`config.mk`:
```
export PLATFORM = sky130hd
export DESIGN_NAME = lcd_status_reader_flat
export DESIGN_NICKNAME = d
export VERILOG_FILES = /design/src/rtl/lcd_pkg.sv /design/src/rtl/lcd_status_reader_if.sv /design/src/rtl/lcd_phase_timer.sv /design/src/rtl/lcd_status_reader.sv /design/src/flat_wrapper.sv
export SDC_FILE = /design/constraint.sdc
export NUM_CORES = 1
export LEC_CHECK = 0
export CAP_MARGIN = 0
export CORE_MARGIN = 8
export CORE_UTILIZATION = 51
export CTS_CLUSTER_DIAMETER = 100
export CTS_CLUSTER_SIZE = 30
export DETAILED_ROUTE_END_ITERATION = 6
export HOLD_SLACK_MARGIN = 0.08
export PLACE_DENSITY_LB_ADDON = 0.2
export SLEW_MARGIN = 40
export SYNTH_ARGS = -nofsm -noshare
export SYNTH_HDL_FRONTEND = slang
export SYNTH_SLANG_ARGS = --single-unit
```
`constraint.sdc`:
```
create_clock -name CLOCK_50 -period 2.5 [get_ports CLOCK_50]
set_clock_uncertainty 0.05 [all_clocks]
set_input_delay 0.375 -clock CLOCK_50 [delete_from_list [all_inputs] [get_ports CLOCK_50]]
set_output_delay 0.375 -clock CLOCK_50 [all_outputs]
set_load 0.01 [all_outputs]
```
`src/rtl/lcd_pkg.sv`:
```
// Shared constants and types for the HD44780 status/data read path.
// Timing defaults assume a 50 MHz clock (20 ns per cycle).
package lcd_pkg;

   localparam int CLK_HZ = 50_000_000;

   localparam int DEF_T_AS     = 3;
   localparam int DEF_T_PW     = 13;
   localparam int DEF_T_SAMPLE = 10;
   localparam int DEF_T_AH     = 2;
   localparam int DEF_T_GAP    = 12;
   localparam int DEF_POLL_MAX = 4096;

   localparam int TIMER_W = 8;

   localparam int BF_BIT = 7;
   localparam int AC_W   = 7;

   typedef enum logic [2:0] {
      ST_IDLE,
      ST_SETUP,
      ST_EN_HI,
      ST_HOLD,
      ST_GAP
   } rd_state_t;

   function automatic int read_cycle_len(input int t_as, input int t_pw,
                                         input int t_ah, input int t_gap);
      return t_as + t_pw + t_ah + t_gap;
   endfunction

   localparam int DEF_CYCLE = read_cycle_len(DEF_T_AS, DEF_T_PW, DEF_T_AH, DEF_T_GAP);

endpackage

```
`src/rtl/lcd_status_reader_if.sv`:
```
// Request/result handshake between the LCD writer (master) and the status reader (slave).
interface lcd_status_reader_if;
   import lcd_pkg::*;

   logic            rd_req;
   logic            rd_rs;
   logic            poll_bf;
   logic            ready;
   logic            rd_valid;
   logic [7:0]      rd_data;
   logic            busy_flag;
   logic [AC_W-1:0] addr_cnt;
   logic            timeout;

   modport master (
      output rd_req, rd_rs, poll_bf,
      input  ready, rd_valid, rd_data, busy_flag, addr_cnt, timeout
   );

   modport slave (
      input  rd_req, rd_rs, poll_bf,
      output ready, rd_valid, rd_data, busy_flag, addr_cnt, timeout
   );

endinterface

```
`src/rtl/lcd_phase_timer.sv`:
```
// Loadable down-counter that parks at zero; the reader reloads it on every phase change.
module lcd_phase_timer #(
   parameter int W = 8
) (
   input  logic         clk,
   input  logic         rst,
   input  logic         load,
   input  logic [W-1:0] load_val,
   output logic [W-1:0] count,
   output logic         zero
);

   // A load of N-1 makes zero visible on the Nth edge after the load.
   always_ff @(posedge clk) begin
      if (rst) begin
         count <= '0;
      end else if (load) begin
         count <= load_val;
      end else if (count != '0) begin
         count <= count - W'(1);
      end
   end

   assign zero = (count == '0);

endmodule

```
`src/rtl/lcd_status_reader.sv`:
```
// HD44780 read-cycle engine: status reads (optionally polled until BF=0) and RAM data reads.
// Drives RS/RW/E to the pin mux only while bus_own is high.
module lcd_status_reader
   import lcd_pkg::*;
#(
   parameter int T_AS     = DEF_T_AS,
   parameter int T_PW     = DEF_T_PW,
   parameter int T_SAMPLE = DEF_T_SAMPLE,
   parameter int T_AH     = DEF_T_AH,
   parameter int T_GAP    = DEF_T_GAP,
   parameter int POLL_MAX = DEF_POLL_MAX
) (
   input  logic                CLOCK_50,
   input  logic                RST,
   lcd_status_reader_if.slave  host,
   output logic                bus_own,
   output logic                lcd_rs,
   output logic                lcd_rw,
   output logic                lcd_en,
   input  logic [7:0]          lcd_data_in
);

   localparam int PCW = (POLL_MAX > 1) ? $clog2(POLL_MAX) : 1;

   localparam logic [TIMER_W-1:0] SETUP_LD  = TIMER_W'(T_AS - 1);
   localparam logic [TIMER_W-1:0] EN_LD     = TIMER_W'(T_PW - 1);
   localparam logic [TIMER_W-1:0] HOLD_LD   = TIMER_W'(T_AH - 1);
   localparam logic [TIMER_W-1:0] GAP_LD    = TIMER_W'(T_GAP - 1);
   localparam logic [TIMER_W-1:0] SAMPLE_AT = TIMER_W'(T_PW - T_SAMPLE);
   localparam logic [PCW-1:0]     POLL_LAST = PCW'(POLL_MAX - 1);

   rd_state_t           state;
   logic                poll_q;
   logic [PCW-1:0]      poll_cnt;
   logic                rd_valid_q;
   logic                timeout_q;
   logic [7:0]          rd_data_q;
   logic                busy_flag_q;
   logic [AC_W-1:0]     addr_cnt_q;

   logic                tmr_load;
   logic [TIMER_W-1:0]  tmr_val;
   logic [TIMER_W-1:0]  tmr_count;
   logic                tmr_zero;
   logic                poll_again;

   lcd_phase_timer #(
      .W (TIMER_W)
   ) u_timer (
      .clk      (CLOCK_50),
      .rst      (RST),
      .load     (tmr_load),
      .load_val (tmr_val),
      .count    (tmr_count),
      .zero     (tmr_zero)
   );

   // rd_data still holds this iteration's byte at the end of GAP, so its BF decides the retry.
   assign poll_again = poll_q && rd_data_q[BF_BIT] && (poll_cnt < POLL_LAST);

   // Reload the phase timer on exactly the edges where the FSM changes phase.
   always_comb begin
      tmr_load = 1'b0;
      tmr_val  = '0;
      case (state)
         ST_IDLE: begin
            if (host.rd_req) begin
               tmr_load = 1'b1;
               tmr_val  = SETUP_LD;
            end
         end
         ST_SETUP: begin
            if (tmr_zero) begin
               tmr_load = 1'b1;
               tmr_val  = EN_LD;
            end
         end
         ST_EN_HI: begin
            if (tmr_zero) begin
               tmr_load = 1'b1;
               tmr_val  = HOLD_LD;
            end
         end
         ST_HOLD: begin
            if (tmr_zero) begin
               tmr_load = 1'b1;
               tmr_val  = GAP_LD;
            end
         end
         ST_GAP: begin
            if (tmr_zero && poll_again) begin
               tmr_load = 1'b1;
               tmr_val  = SETUP_LD;
            end
         end
         default: begin
            tmr_load = 1'b0;
            tmr_val  = '0;
         end
      endcase
   end

   // Read-cycle sequencer; every pin and result output is a register of this block.
   always_ff @(posedge CLOCK_50) begin
      if (RST) begin
         state       <= ST_IDLE;
         lcd_en      <= 1'b0;
         lcd_rw      <= 1'b0;
         lcd_rs      <= 1'b0;
         bus_own     <= 1'b0;
         poll_q      <= 1'b0;
         poll_cnt    <= '0;
         rd_valid_q  <= 1'b0;
         timeout_q   <= 1'b0;
         rd_data_q   <= '0;
         busy_flag_q <= 1'b0;
         addr_cnt_q  <= '0;
      end else begin
         rd_valid_q <= 1'b0;
         timeout_q  <= 1'b0;
         case (state)
            ST_IDLE: begin
               if (host.rd_req) begin
                  state    <= ST_SETUP;
                  lcd_rw   <= 1'b1;
                  lcd_rs   <= host.rd_rs;
                  bus_own  <= 1'b1;
                  poll_q   <= host.poll_bf & ~host.rd_rs;
                  poll_cnt <= '0;
               end
            end
            ST_SETUP: begin
               if (tmr_zero) begin
                  state  <= ST_EN_HI;
                  lcd_en <= 1'b1;
               end
            end
            ST_EN_HI: begin
               if (tmr_count == SAMPLE_AT) begin
                  rd_data_q <= lcd_data_in;
                  if (!lcd_rs) begin
                     busy_flag_q <= lcd_data_in[BF_BIT];
                     addr_cnt_q  <= lcd_data_in[AC_W-1:0];
                  end
               end
               if (tmr_zero) begin
                  state  <= ST_HOLD;
                  lcd_en <= 1'b0;
               end
            end
            ST_HOLD: begin
               if (tmr_zero) begin
                  state   <= ST_GAP;
                  lcd_rw  <= 1'b0;
                  bus_own <= 1'b0;
               end
            end
            ST_GAP: begin
               if (tmr_zero) begin
                  if (poll_again) begin
                     state    <= ST_SETUP;
                     poll_cnt <= poll_cnt + PCW'(1);
                     lcd_rw   <= 1'b1;
                     bus_own  <= 1'b1;
                  end else begin
                     state      <= ST_IDLE;
                     rd_valid_q <= 1'b1;
                     timeout_q  <= poll_q & rd_data_q[BF_BIT];
                  end
               end
            end
            default: begin
               state <= ST_IDLE;
            end
         endcase
      end
   end

   assign host.ready     = (state == ST_IDLE);
   assign host.rd_valid  = rd_valid_q;
   assign host.timeout   = timeout_q;
   assign host.rd_data   = rd_data_q;
   assign host.busy_flag = busy_flag_q;
   assign host.addr_cnt  = addr_cnt_q;

endmodule
```
`src/flat_wrapper.sv`:
```
// flat-port wrapper written by rule: the top's interface ports become plain ports
module lcd_status_reader_flat import lcd_pkg::*;
#(
   parameter int T_AS     = DEF_T_AS,
   parameter int T_PW     = DEF_T_PW,
   parameter int T_SAMPLE = DEF_T_SAMPLE,
   parameter int T_AH     = DEF_T_AH,
   parameter int T_GAP    = DEF_T_GAP,
   parameter int POLL_MAX = DEF_POLL_MAX
)
  (CLOCK_50, RST, bus_own, lcd_rs, lcd_rw, lcd_en, lcd_data_in, host_rd_req, host_rd_rs, host_poll_bf, host_ready, host_rd_valid, host_rd_data, host_busy_flag, host_addr_cnt, host_timeout);
  lcd_status_reader_if host_i ();
  input  logic CLOCK_50;
  input  logic RST;
  output logic bus_own;
  output logic lcd_rs;
  output logic lcd_rw;
  output logic lcd_en;
  input  logic [7:0] lcd_data_in;
  input wire logic [$bits(host_i.rd_req)-1:0] host_rd_req;
  input wire logic [$bits(host_i.rd_rs)-1:0] host_rd_rs;
  input wire logic [$bits(host_i.poll_bf)-1:0] host_poll_bf;
  output wire logic [$bits(host_i.ready)-1:0] host_ready;
  output wire logic [$bits(host_i.rd_valid)-1:0] host_rd_valid;
  output wire logic [$bits(host_i.rd_data)-1:0] host_rd_data;
  output wire logic [$bits(host_i.busy_flag)-1:0] host_busy_flag;
  output wire logic [$bits(host_i.addr_cnt)-1:0] host_addr_cnt;
  output wire logic [$bits(host_i.timeout)-1:0] host_timeout;
  assign host_i.rd_req = host_rd_req;
  assign host_i.rd_rs = host_rd_rs;
  assign host_i.poll_bf = host_poll_bf;
  assign host_ready = host_i.ready;
  assign host_rd_valid = host_i.rd_valid;
  assign host_rd_data = host_i.rd_data;
  assign host_busy_flag = host_i.busy_flag;
  assign host_addr_cnt = host_i.addr_cnt;
  assign host_timeout = host_i.timeout;
  lcd_status_reader #(.T_AS(T_AS), .T_PW(T_PW), .T_SAMPLE(T_SAMPLE), .T_AH(T_AH), .T_GAP(T_GAP), .POLL_MAX(POLL_MAX)) u_core (.CLOCK_50(CLOCK_50), .RST(RST), .host(host_i), .bus_own(bus_own), .lcd_rs(lcd_rs), .lcd_rw(lcd_rw), .lcd_en(lcd_en), .lcd_data_in(lcd_data_in));
endmodule
```
==> impl_results.md, run 1 <==
- Final wirelength: ~4.8 mm
- Synthesized cell area: ~2100 um2
- Largest family of logic cells by synthesized area: simple AND/OR/NAND/NOR gates
- Hold_ws: between 400 and 500 ps
- I/O Pins: 36
- Most used DFF post-synth: dfxtp_1
- Synth Area in Adders: 2.41%
- #FFs+latches synth: 45
- Post_cts resized: 0
- Fill cells: 330
- Net Sw Frac: 34.9%
- Placed instance area: 2500 um2
- Detailed Route Iter0 Violations: 68
- Vias: 1846
- Overflow after GRT: 0
- Power per cell area: about 840 nW/um2
- Largest net degree at the start of global routing: 25
- Global-route wire length before repair: a little under 8 mm
- Post-Synthesis Cells: ~250
- HP Class: register to register
- Synth async-reset ratio: 0%
- Pint: ~1.4 mW
- Pre-antenna DRT Iters: 4
- Share of layout cells above drive strength 1: a little under 9%
- Post-synth EDFFs: 0
- Number of global-route vias before repair: between 1500 and 2000
- Slew Viols, Final: 0
- Syn_nets: around 260
- Count leader, synth: dfxtp_1
- Flop pwr share: between 40% and 50%
- Sink Count: 45
- CP arrival: 2410 ps
- Combinational power share: 35.5%
- Minimum clock period: about 2200 ps
- Worst-Margin Slew: 649 ps
- Number of max-cap violations: 0
- CP top delay family: simple AND/OR/NAND/NOR gates
- Starting Density: roughly 52%
- CTS H-tree depth: 2
- Tot GR Track Use: between 10% and 20%
- Worst setup SP type: register
- DR DRC count: 0
- Xor/xnor cell area share of the yosys netlist: 3.80%
- Crit Path Category: register to register
- Num CTS Buffers: 5
- Slowest CP cell: or4_1
- Initial antenna violation count: 0
- Worst-skew pair later-pin latency: ~300 ps
- Die area: roughly 6400 um2
- Vias per inst: between 5 and 6
- CTS tree: yes
- Area Growth Syn to Fin: 25.5%
- Port Buffers: 35
- Post-synth top cells: dfxtp_1, nand2_1, nor2_1
- Worst slew margin: 56.6%
- Setup bufs post-CTS: 0
- ANT nets after route: 0
- CP max stage delay: roughly 480 ps
- Largest fanout on the critical path: 13
- Cell Chain, Critical Path: nor4_4 > nand3_4 > or3_4 > or4_1 > a31oi_1
- Dominant cell type by area after synthesis: dfxtp_1
- Syn Area/Cell: around 8.4 um2
- Mux cell area share after synthesis: 4.83%
- Die Y: around 80 um
- Unrepaired setup endpoints after global routing: no
- # rows: 23
- Max IR drop VDD: 0.597 mV
- Max Clk Rate: around 450 MHz
- Fin area: between 2000 and 3000 um2
- Critical Path RT: 2690 ps
- Global placement routability congestion: around 0.84
- Seq/Total Area, Yosys: between 40% and 50%
- Outcome: complete, no violations
- Finish-stage setup viols: 0
- Switching pwr: 0.763 mW
- Die Width: 79.8 um
- Worst reg2reg setup slack: 270 ps
- Synth Area in Simple Gates: between 20 and 30%
- Synth Area in Compound Gates: a little under an eighth
- Unique masters post-synth: 40
- Wire length per cell: 14.4 um
- Final period utilization: 89.0%
- Clk root buf: clkbuf_8
- Nets: just over 300
- Crit end category: register
- Clock share of power: between 20 and 25%
- Clock Path Buffers: 2
- Power Total: approximately 2.2 mW
- Setup TNS: 0 ps
- Top post-synthesis cells by area: dfxtp_1, nand2_1, mux2i_1
- Leakage: roughly 0.96 nW
- # diodes: 0
- Worst Path Buf+Inv: 0
- Fin. Hold Viols: 0
- Yosys top cell area share: a little over two fifths
- Hold Buf Count CTS: 0
- Synth warnings: 0
- DP HPWL: approximately 3.6 mm
- Clock-pin slew on the worst setup and hold paths: roughly 80 ps
- CORE AREA: ~4000 um2
## sequential cells by signal (all words and copies together), names as in the netlist
| signal | flops |
|---|---|
| u_core.poll_cnt | 12 |
| u_core.host.rd_data | 8 |
| u_core.u_timer.count | 8 |
| u_core.host.addr_cnt | 7 |
| u_core.state | 3 |
| u_core.host.busy_flag | 1 |
| u_core.host.rd_valid | 1 |
| u_core.host.timeout | 1 |
| u_core.lcd_en | 1 |
| u_core.lcd_rs | 1 |
| u_core.lcd_rw | 1 |
| u_core.poll_q | 1 |
## layout make-up
cell class | instances | area, um2 | area share, %
clock buffers | 5 | 68.8 | 2.65
clock inverters | 2 | 35.0 | 1.35
inverters | 7 | 26.3 | 1.01
multi-input cells | 182 | 1090 | 41.9
flip-flops and latches | 45 | 901 | 34.6
well taps | 50 | 62.6 | 2.41
repair buffers | 44 | 418 | 16.1
## worst reg2reg max path: stages (launching register included)
cell	delay [ps]
dfxtp_1	360
nor4_4	450
nand3_4	200
or3_4	470
or4_1	480
a31oi_1	160
## metrics by stage
| stage | utilization (%) | std cells | setup slack, ps |
|---|---|---|---|
| 2_1_floorplan | - | 246 | 482 |
| 3_3_place_gp | 62.9 | 328 | 338 |
| 3_5_place_dp | 62.9 | 328 | 282 |
| 4_1_cts | 65.5 | 335 | 270 |
| 5_1_grt | 65.5 | 335 | 125 |
| 6_report | 65.5 | 335 | 275 |
## power groups by stage
stage / Combinational [mW] / Sequential (mW) / Clock, mW
3_3_place_gp: 0.753 / 0.891 / 0
3_5_place_dp: 0.769 / 0.893 / 0
4_1_cts: 0.773 / 0.877 / 0.541
2_1_floorplan: 0.541 / 0.868 / 0
6_report: 0.776 / 0.880 / 0.531
5_1_grt: 0.863 / 0.890 / 0.564
## metal layers
layer,up-vias,wire [um],track usage [%]
met5,-,0,0
met3,11,385,5.52
met1,836,2200,18.9
li1,941,-,-
met2,58,2120,23.5
met4,0,123,8.36
## final timing paths
kind                            from                  to  depth (start not counted)
max reg2reg  u_core.u_timer.count[4]  u_core.poll_cnt[9]                          5
max          u_core.u_timer.count[4]  u_core.poll_cnt[9]                          5
min                    u_core.poll_q       u_core.poll_q                          2
min reg2reg            u_core.poll_q       u_core.poll_q                          2
## cell families after synthesis
group / after synthesis
buffers and inverters: 19
muxes: 10
DFF: 45
AOI/OAI and AO/OA: 41
adders and majority gates: 4
xor gates and xnor gates: 9
and+or+nand+nor: 118
## layout by cell type (no fill, tap or decap), types with 2 or more instances in the layout
cell	count
a21oi_1	19
a31oi_1	7
and2_1	3
and3_2	2
buf_4	9
clkbuf_8	5
clkdlybuf4s50_1	35
dfxtp_1	45
ha_1	4
inv_1	7
mux2i_1	10
nand2_1	39
nand3_1	11
nand3b_1	5
nand4_1	3
nor2_1	22
nor2b_1	2
nor3_1	8
nor4_1	5
o211ai_1	2
o21ai_0	6
o31ai_1	3
or2_2	2
or3_1	5
or4_1	3
xnor2_1	4
xor2_1	5
(Power assumes the default switching activity.)
==> inputs of run 2 (changes only) <==
==> constraint.sdc (replaced) <==
create_clock -name CLOCK_50 -period 2.6 [get_ports CLOCK_50]
set_clock_uncertainty 0.05 [all_clocks]
set_input_delay 0.39 -clock CLOCK_50 [delete_from_list [all_inputs] [get_ports CLOCK_50]]
set_output_delay 0.39 -clock CLOCK_50 [all_outputs]
set_load 0.01 [all_outputs]
==> run 2 against run 1 <==
Global-route usage shrank 0.70 points. Worst hold slack got worse by 3.9 ps. Final cell count decreased by 0.60%. Die area stayed put. Final area decreased by 0.58%. Wire length is 3.0% lower. Power down 5.2%. Clock power is 5.8% lower. Sequential cell count is the same. Non-clock buffer count is 2 lower. Critical path type unchanged. Highest routed layer unchanged.
==> impl_results.md, run 2 (synthesis gave the netlist of run 1 again) <==
- CTS H-tree depth: 2 (unchanged)
- Post_cts resized: 0 (unchanged)
- Largest net degree at the start of global routing: 37 (+48%)
- Switching pwr: 0.710 mW (-6.9%)
- ANT nets after route: 0 (unchanged)
- Register bank with the most flops: u_core.poll_cnt
- # diodes: 0 (unchanged)
- Slowest CP cell: or4_1
- HP Class: register to register
- DP HPWL: 3.45 mm (-3.1%)
- Nets: 300 (-0.66%)
- DR DRC count: 0 (unchanged)
- Commonest cells after routing, fill and taps aside: dfxtp_1, nand2_1, clkdlybuf4s50_1
- Vias: 1812 (-1.8%)
- Worst slew margin: 60.6% (+4.0 points)
- Initial antenna violation count: 0 (unchanged)
- Minimum clock period: 2220 ps (-9.02 ps)
- Pre-antenna DRT Iters: 4 (unchanged)
- CP top delay family: simple AND/OR/NAND/NOR gates
- Combinational power share: 35.0% (-0.5 points)
- Number of cells on the critical path: 5 (unchanged)
- Max reg flops: 12 (unchanged)
- Crit end category: register
- Cell Chain, Critical Path: nor4_4 > nand3_4 > or3_4 > or4_1 > a31oi_1
- Number of global-route vias before repair: 1657 (-4.0%)
- Number of max-cap violations: 0 (unchanged)
- Finish-stage setup viols: 0 (unchanged)
- Fill cells: 333 (+0.91%)
- Commonest non-fill, non-tap cell in the layout: dfxtp_1
- Global placement routability congestion: 0.841 (+0.60%)
- Starting Density: 52.2% (unchanged)
- Final wirelength: 4.68 mm (-3.0%)
- Die Width: 79.8 um (unchanged)
- Clock-pin slew on the worst setup and hold paths: 80 ps (about the same)
- Port Buffers: 35 (unchanged)
- Worst-Margin Slew: 590 ps (-59.6 ps)
- Tot GR Track Use: 14.9% (-0.70 points)
- Hold Crit Depth: 2 (unchanged)
- CORE AREA: 3970 um2 (unchanged)
- Clock Path Buffers: 2 (unchanged)
- Detailed Route Iter0 Violations: 112 (+65%)
- Vias per inst: 5.44 (-1.3%)
- Pint: 1.36 mW (-4.4%)
- Setup bufs post-CTS: 0 (unchanged)
- Area Growth Syn to Fin: 24.7%
- Critical Path RT: 2770 ps (+80 ps)
- Unrepaired setup endpoints after global routing: no
- Worst Path Buf+Inv: 0 (unchanged)
- Worst-skew pair later-pin latency: 290 ps (about the same)
- Outcome: complete, no violations
- Sink Count: 45 (unchanged)
- Num CTS Buffers: 5 (unchanged)
- Die area: 6360 um2 (unchanged)
- Crit Path Category: register to register
- Leakage: 0.950 nW (-1.1%)
- Final period utilization: 85.2% (-3.8 points)
- # rows: 23 (unchanged)
- Clk root buf: clkbuf_8
- Hold Buf Count CTS: 0 (unchanged)
- Flop pwr share: 40.9% (+0.7 points)
- Clock share of power: 24.1% (-0.2 points)
- Overflow after GRT: 0 (unchanged)
- CP arrival: 2390 ps (-20 ps)
- Die Y: 79.8 um (unchanged)
- Global-route wire length before repair: 7.65 mm (-3.9%)
- Slew Viols, Final: 0 (unchanged)
- Power per cell area: 801 nW/um2 (-4.7%)
- Worst R2R Path Depth: 5 (unchanged)
- I/O Pins: 36 (unchanged)
- Share of layout cells above drive strength 1: 8.13% (-0.64 points)
- Wire length per cell: 14.1 um (-2.4%)
- Max IR drop VDD: 0.814 mV (+36%)
- Setup TNS: 0 ps (unchanged)
- CTS tree: yes
- Hold_ws: 401 ps (-3.93 ps)
- CP max stage delay: 480 ps (about the same)
- Largest fanout on the critical path: 13 (unchanged)
- Worst setup SP type: register
- Fin. Hold Viols: 0 (unchanged)
- Max Clk Rate: 451 MHz (+0.41%)
- Net Sw Frac: 34.3% (-0.62 points)
run 2: cell types whose count changed in the layout (fill, tap and decap cells not counted):
cell | before | now
buf_4 | 9 | 7
run 2: power groups by stage:
stage / Clock [mW] / Combinational [mW] / Sequential [mW]
after floorplan: 0 / 0.520 / 0.834
after global placement: 0 / 0.714 / 0.860
after detailed placement: 0 / 0.718 / 0.860
after CTS: 0.515 / 0.722 / 0.844
after global routing: 0.537 / 0.812 / 0.860
final: 0.500 / 0.725 / 0.848
run 2: metal layers:
layer / GRT usage [%] / vias up / share of wire [%] / wire length, um
met1: 18.8 / 831 / 48 / 2260
met2: 23.0 / 42 / 45 / 2100
met5: 0 / - / 0 / 0
met3: 6.08 / 2 / 6.3 / 294
li1: - / 937 / - / -
met4: 3.27 / 0 / 0.58 / 27
run 2: final timing paths:
check | startpoint | to | slack (ps)
worst max-delay path | u_core.u_timer.count[4] | u_core.poll_cnt[9] | 380
worst min-delay path | u_core.poll_q | u_core.poll_q | 400
worst min register to register | u_core.poll_q | u_core.poll_q | 400
worst max register to register | u_core.u_timer.count[4] | u_core.poll_cnt[9] | 380
run 2: layout make-up:
cell class,count,area [um2],share of cell area (%)
Clock buffer,5,68.8,2.66
Clock inverter,2,35.0,1.35
Inverter,7,26.3,1.02
Multi-Input combinational cell,182,1090,42.1
Sequential cell,45,901,34.8
Tap cell,50,62.6,2.42
Timing Repair Buffer,42,403,15.6
run 2: worst min-delay path, cell delays in order (launching register included):
cell and delay, ps:
dfxtp_1 310, nand2_1 50, a21oi_1 50
run 2: through the flow:
| stage | power (mW) | utilization, % | area (um2) | setup WS (ps) | std cells |
|---|---|---|---|---|---|
| floorplan | 1.35 | - | 2070 | 582 | 246 |
| global placement | 1.57 | 62.5 | 2480 | 437 | 326 |
| detailed placement | 1.58 | 62.5 | 2480 | 406 | 326 |
| CTS | 2.08 | 65.1 | 2580 | 400 | 333 |
| global route | 2.21 | 65.1 | 2590 | 301 | 333 |
| finish | 2.07 | 65.1 | 2590 | 384 | 333 |
